File: src/rtl/dpram_sync_clr.sv
// dpram_sync_clr: true dual-port RAM on a single clock.
// After reset it runs a self-clearing sweep, then accepts requests on ports A and B.
// The RAM flags same-address collisions and supports read-first or write-first own-port echo.
// Optional macro DPRAM_OUTREG_EN adds a second output register, which gives a read latency of 2.
module dpram_sync_clr #(
  parameter int                 DATA_W  = 8,
  parameter int                 ADDR_W  = 8,
  parameter int                 DEPTH   = (1 << ADDR_W),
  parameter int                 RD_MODE = 0,
  parameter logic [DATA_W-1:0]  CLR_VAL = {DATA_W{1'b0}}
) (
  input  logic              clk,
  input  logic              rst,
  input  logic              ena,
  input  logic              wea,
  input  logic [ADDR_W-1:0] addra,
  input  logic [DATA_W-1:0] dina,
  output logic [DATA_W-1:0] douta,
  input  logic              enb,
  input  logic              web,
  input  logic [ADDR_W-1:0] addrb,
  input  logic [DATA_W-1:0] dinb,
  output logic [DATA_W-1:0] doutb,
  output logic              busy,
  output logic              collision
);

  localparam logic [ADDR_W:0]   DEPTH_L  = (ADDR_W+1)'(DEPTH);
  localparam logic [ADDR_W-1:0] LAST_PTR = ADDR_W'(DEPTH - 1);
  localparam bit                WR_FIRST = (RD_MODE != 0);

  typedef enum logic {ST_CLEAR, ST_RUN} state_t;

  state_t              state_q;
  logic [ADDR_W-1:0]   ptr_q;
  logic                busy_q;
  logic                coll_q;
  logic                coll_d;

  logic [DATA_W-1:0]   mem [DEPTH];

  logic                run;
  logic                a_ok, b_ok, same_addr;
  logic                a_acc, b_acc;
  logic                a_wr, b_wr;
  logic [DATA_W-1:0]   douta_d, doutb_d;
  logic [DATA_W-1:0]   dout_a_p1_q, dout_b_p1_q;

  // Request qualification: only in RUN and never during the reset cycle itself
  always_comb begin
    run       = (state_q == ST_RUN) && !rst;
    a_ok      = ({1'b0, addra} < DEPTH_L);
    b_ok      = ({1'b0, addrb} < DEPTH_L);
    same_addr = a_ok && b_ok && (addra == addrb);
    a_acc     = run && ena;
    b_acc     = run && enb;
    a_wr      = a_acc && wea && a_ok;
    // Port A wins a same-address write-write collision; B's write is dropped
    b_wr      = b_acc && web && b_ok && !(a_wr && same_addr);
    coll_d    = a_acc && b_acc && same_addr && (wea || web);
  end

  // Next output word per port: out-of-range reads 0, own-port write echoes old or new data
  always_comb begin
    douta_d = '0;
    doutb_d = '0;
    if (a_ok) begin
      if (wea && WR_FIRST) douta_d = dina;
      else                 douta_d = mem[addra];
    end
    if (b_ok) begin
      if (web && WR_FIRST) doutb_d = dinb;
      else                 doutb_d = mem[addrb];
    end
  end

  // Control FSM: clear sweep one word per cycle, then RUN until the next reset
  always_ff @(posedge clk) begin
    if (rst) begin
      state_q <= ST_CLEAR;
      ptr_q   <= '0;
      busy_q  <= 1'b1;
      coll_q  <= 1'b0;
    end else begin
      coll_q <= coll_d;
      case (state_q)
        ST_CLEAR: begin
          if (ptr_q == LAST_PTR) begin
            state_q <= ST_RUN;
            busy_q  <= 1'b0;
            ptr_q   <= '0;
          end else begin
            ptr_q <= ptr_q + 1'b1;
          end
        end
        ST_RUN: begin
          busy_q <= 1'b0;
        end
        default: begin
          state_q <= ST_CLEAR;
          ptr_q   <= '0;
          busy_q  <= 1'b1;
        end
      endcase
    end
  end

  // Storage writes: sweep value while clearing, port writes while running
  always_ff @(posedge clk) begin
    if (state_q == ST_CLEAR) begin
      if (!rst) mem[ptr_q] <= CLR_VAL;
    end else begin
      if (b_wr) mem[addrb] <= dinb;
      if (a_wr) mem[addra] <= dina;
    end
  end

  // Stage p1: first output register, loaded only on an enabled access in RUN
  always_ff @(posedge clk) begin
    if (rst) begin
      dout_a_p1_q <= '0;
      dout_b_p1_q <= '0;
    end else begin
      if (a_acc) dout_a_p1_q <= douta_d;
      if (b_acc) dout_b_p1_q <= doutb_d;
    end
  end

`ifdef DPRAM_OUTREG_EN
  logic              vld_a_p1_q, vld_b_p1_q;
  logic [DATA_W-1:0] dout_a_p2_q, dout_b_p2_q;

  // Stage p2: second output register follows p1 only when p1 took new data, so idle ports hold
  always_ff @(posedge clk) begin
    if (rst) begin
      vld_a_p1_q  <= 1'b0;
      vld_b_p1_q  <= 1'b0;
      dout_a_p2_q <= '0;
      dout_b_p2_q <= '0;
    end else begin
      vld_a_p1_q <= a_acc;
      vld_b_p1_q <= b_acc;
      if (vld_a_p1_q) dout_a_p2_q <= dout_a_p1_q;
      if (vld_b_p1_q) dout_b_p2_q <= dout_b_p1_q;
    end
  end

  assign douta = dout_a_p2_q;
  assign doutb = dout_b_p2_q;
`else
  assign douta = dout_a_p1_q;
  assign doutb = dout_b_p1_q;
`endif

  assign busy      = busy_q;
  assign collision = coll_q;

endmodule
File: config.mk
export PLATFORM = sky130hd
export DESIGN_NAME = dpram_sync_clr
export DESIGN_NICKNAME = d
export VERILOG_FILES = /design/src/rtl/dpram_sync_clr.sv
export SDC_FILE = /design/constraint.sdc
export NUM_CORES = 2
export LEC_CHECK = 0
export BUFFER_PORTS_ARGS = -buffer_cell sky130_fd_sc_hd__buf_2
export CORE_MARGIN = 10
export CORE_UTILIZATION = 50
export DETAILED_ROUTE_END_ITERATION = 12
export GPL_TIMING_DRIVEN = 0
export HOLD_SLACK_MARGIN = 0.15
export PLACE_DENSITY_LB_ADDON = 0.08
export REMOVE_ABC_BUFFERS = 1
export SETUP_SLACK_MARGIN = 0.5
export SYNTH_ARGS = -nofsm -noshare
export SYNTH_HDL_FRONTEND = slang
export SYNTH_SLANG_ARGS = --single-unit
File: constraint.sdc
create_clock -name clk -period 8.1 [get_ports clk]
set_input_delay 1.215 -clock clk [delete_from_list [all_inputs] [get_ports clk]]
set_output_delay 1.215 -clock clk [all_outputs]
set_load 0.03 [all_outputs]
==> impl_metrics.ini <==
[layout]
area_growth_syn_to_layout_pct = 8.823
layout-drive-gt1-share_pct = 17.03
fin_nets = 9501
stdcell_area_mm2 = 0.1301

[global_routing]
grt_pass1_wl_mm = 682.1
overflow = 0
grt_max_degree = 113
grt_pass1_vias = 87170
track_usage_pct = 37.27
antenna_found_initial = 59

[placed_design]
dpl_cell_area_mm2 = 0.1224
place_congestion = 0.9550
io_buffers = 55
hpwl_mm = 316.5

[timing]
post-route-period-util_pct = 82.68
finalCriticalPeriod_ns = 6.697
hold_viol_final = 0
worst_pin_slew_ns = 1.724
relSlewSlack_pct = -15.16
finalSetupViolCount = 0
tns_ns = 0
report.final.slew_viol_count = 116
rsz0062_at_grt = false
max_freq_mhz = 149.3
skew_ns = 0.06965

[route]
viasPerCell = 7.174
vias = 92310
ant_nets = 0
routed_wl_mm = 492.3
wl_per_cell_um = 38.26
drc = 0
drt-pass1-iter-count = 7
drt_iter0_markers = 14520

[floorplanning]
die_area_mm2 = 0.2590
fp.dieH_um = 509.0
row_count = 179
initial_core_util_pct = 50.26
die_width_um = 509.0
coreArea_mm2 = 0.2379
io_pins = 56

[critical_path]
critPathRequiredTime_ns = 8.63
crit_fanout = 68
cp-end-kind = register
path_class = in2reg
arrival_ns = 7.22
cp-start-kind = input port

[logic_synthesis]
async_flop_share_pct = 0
syn_area_per_cell_um2 = 11.66
ys_top_cells_by_area = edfxtp_1 51%, mux4_2 19%, o21ai_0 8.6%
yosys_warnings = 0
ys.flop_type = edfxtp_1
synthTopCellsByCount = 2255 x nand2_1, 2048 x edfxtp_1, 2043 x o21ai_0, 1020 x mux4_2, 970 x clkbuf_1
yosys.area.top_type = edfxtp_1
synth_cell_types = 74
synth_top_area_share_pct = 51.45
synth_enable_flop_cells = 2048
ys_seq_elements = 2075
yosysMostFrequentCell = nand2_1
synthCells = 10250
syn_area_mm2 = 0.1195
yosysSeqAreaShare_pct = 51.90

[clock_tree]
cts_root_buf = clkbuf_16
cts_buffer_depth = 3
cts_sinks = 2075
cts_hold_buf = 0
numCtsBuffers = 227
path_clk_slew_ns = 0.06
h-tree-depth = 4
clkLatencyLatePin_ns = 0.95
tritoncts = yes
post-cts-setup-buffer-count = 0
cts-resized-gates = 0

[outcome]
outcome = finished, violations left
failed_checks = capacitance limit, slew limit

[power]
p_leak_uw = 0.04445
p_per_area_mw_per_mm2 = 185.8
ir_drop_uv = 194.1

[run]
maxCapViolCount = 6

[worst_hold_path]
hold_class = reg2reg
==> cell families (layout without fill, tap and decap cells) <==
logic type / Yosys count / after routing / share of synthesized area, %
AO/OA/AOI/OAI: 2830 / 2830 / 12.99
XOR/XNOR: 12 / 12 / 0.08792
adder cells (fa/ha/maj): 1 / 1 / 0.01047
buffers and inverters: 1217 / 616 / 4.209
flip-flops: 2075 / 2075 / 51.90
multiplexers: 1284 / 1284 / 21.44
other: 0 / 48 / 0
AND/OR/NAND/NOR: 2834 / 2834 / 9.361
==> critical path, cell delays in order <==
cell and delay [ns]:
buf_8 0.51, buf_16 0.46, buf_16 0.43, xor2_1 0.14, nor4_1 0.56, a31oi_4 0.45
buf_12 0.32, o31ai_1 0.78, nand2_2 0.66, buf_12 0.39, o22ai_1 0.90
==> area by class of cell <==
class | instances | area, µm²
antenna | 48 | 120.1
tap | 3167 | 3963
inverter | 12 | 60.06
multi-input combinational | 6961 | 52850
timing repair buffer | 185 | 3555
fill | 19800 | 107800
sequential | 2075 | 62040
clock inverter | 139 | 1454
clock buffer | 280 | 6038
==> path summary, 6_finish.rpt <==
path	from	to	slack (ns)	cells after the start
hold / removal	ptr_q[7]	ptr_q[7]	0.55	2
hold reg to reg	ptr_q[7]	ptr_q[7]	0.55	2
setup reg to reg	state_q	mem[228][0]	2.14	8
setup / recovery	addrb[0]	mem[228][0]	1.40	11
==> per-stage QoR <==
stage          power, µW  hold slack (ns)  utilization, %  setup slack [ns]  cells
5_1_grt            24550           0.5670           54.65             1.243  12830
6_report           24170           0.5505           54.69             1.403  12870
4_1_cts            24080           0.5402           54.62             1.593  12820
3_3_place_gp       13830           0.5182           49.94            -24.99  12270
3_5_place_dp       13540           0.5311           51.47            0.6720  12400
2_1_floorplan      12400           0.4864               -            0.2367   9048
==> layout by cell type (no fill, tap or decap), types with 17 or more instances in the layout <==
cell	Yosys	routed
a211oi_1	22	22
a21oi_1	51	51
a22oi_1	76	76
a31oi_1	26	25
buf_12	0	38
buf_16	0	83
buf_2	120	40
bufinv_16	0	28
clkbuf_1	970	45
clkbuf_16	0	234
clkinv_1	2	45
clkinv_2	0	45
dfxtp_1	27	27
diode_2	0	48
edfxtp_1	2048	2048
mux2i_1	248	248
mux4_2	1020	1020
nand2_1	2255	2209
nand2_2	0	22
nand2_4	0	24
nand2b_1	21	17
nand3_1	49	46
nor2_1	334	329
nor2b_1	30	23
nor3_1	31	29
nor4_1	43	41
o21ai_0	2043	2042
o21ai_1	39	40
o221ai_1	42	42
o22ai_1	424	424
==> layer usage <==
metal | wire, µm | up-vias | global-route usage [%]
met2 | 212700 | 7092 | 54.20
met3 | 68230 | 1647 | 12.81
met4 | 41560 | 48 | 26.38
met1 | 169500 | 45820 | 46.59
li1 | - | 37700 | -
met5 | 311 | - | 0.5184
==> flip-flops by register name (all words and copies together), names as in the netlist <==
| signal | flops |
|---|---|
| doutb | 8 |
| mem | 2048 |
| state_q | 1 |
| busy | 1 |
| ptr_q | 8 |
| douta | 8 |
| collision | 1 |
==> report_power, final <==
group | internal (µW) | total [µW] | switching, µW
combinational | 514 | 1770 | 1250
clock | 6150 | 10800 | 4620
sequential | 11600 | 11600 | 6.72
No activity file was read; power rests on OpenSTA's default activity.
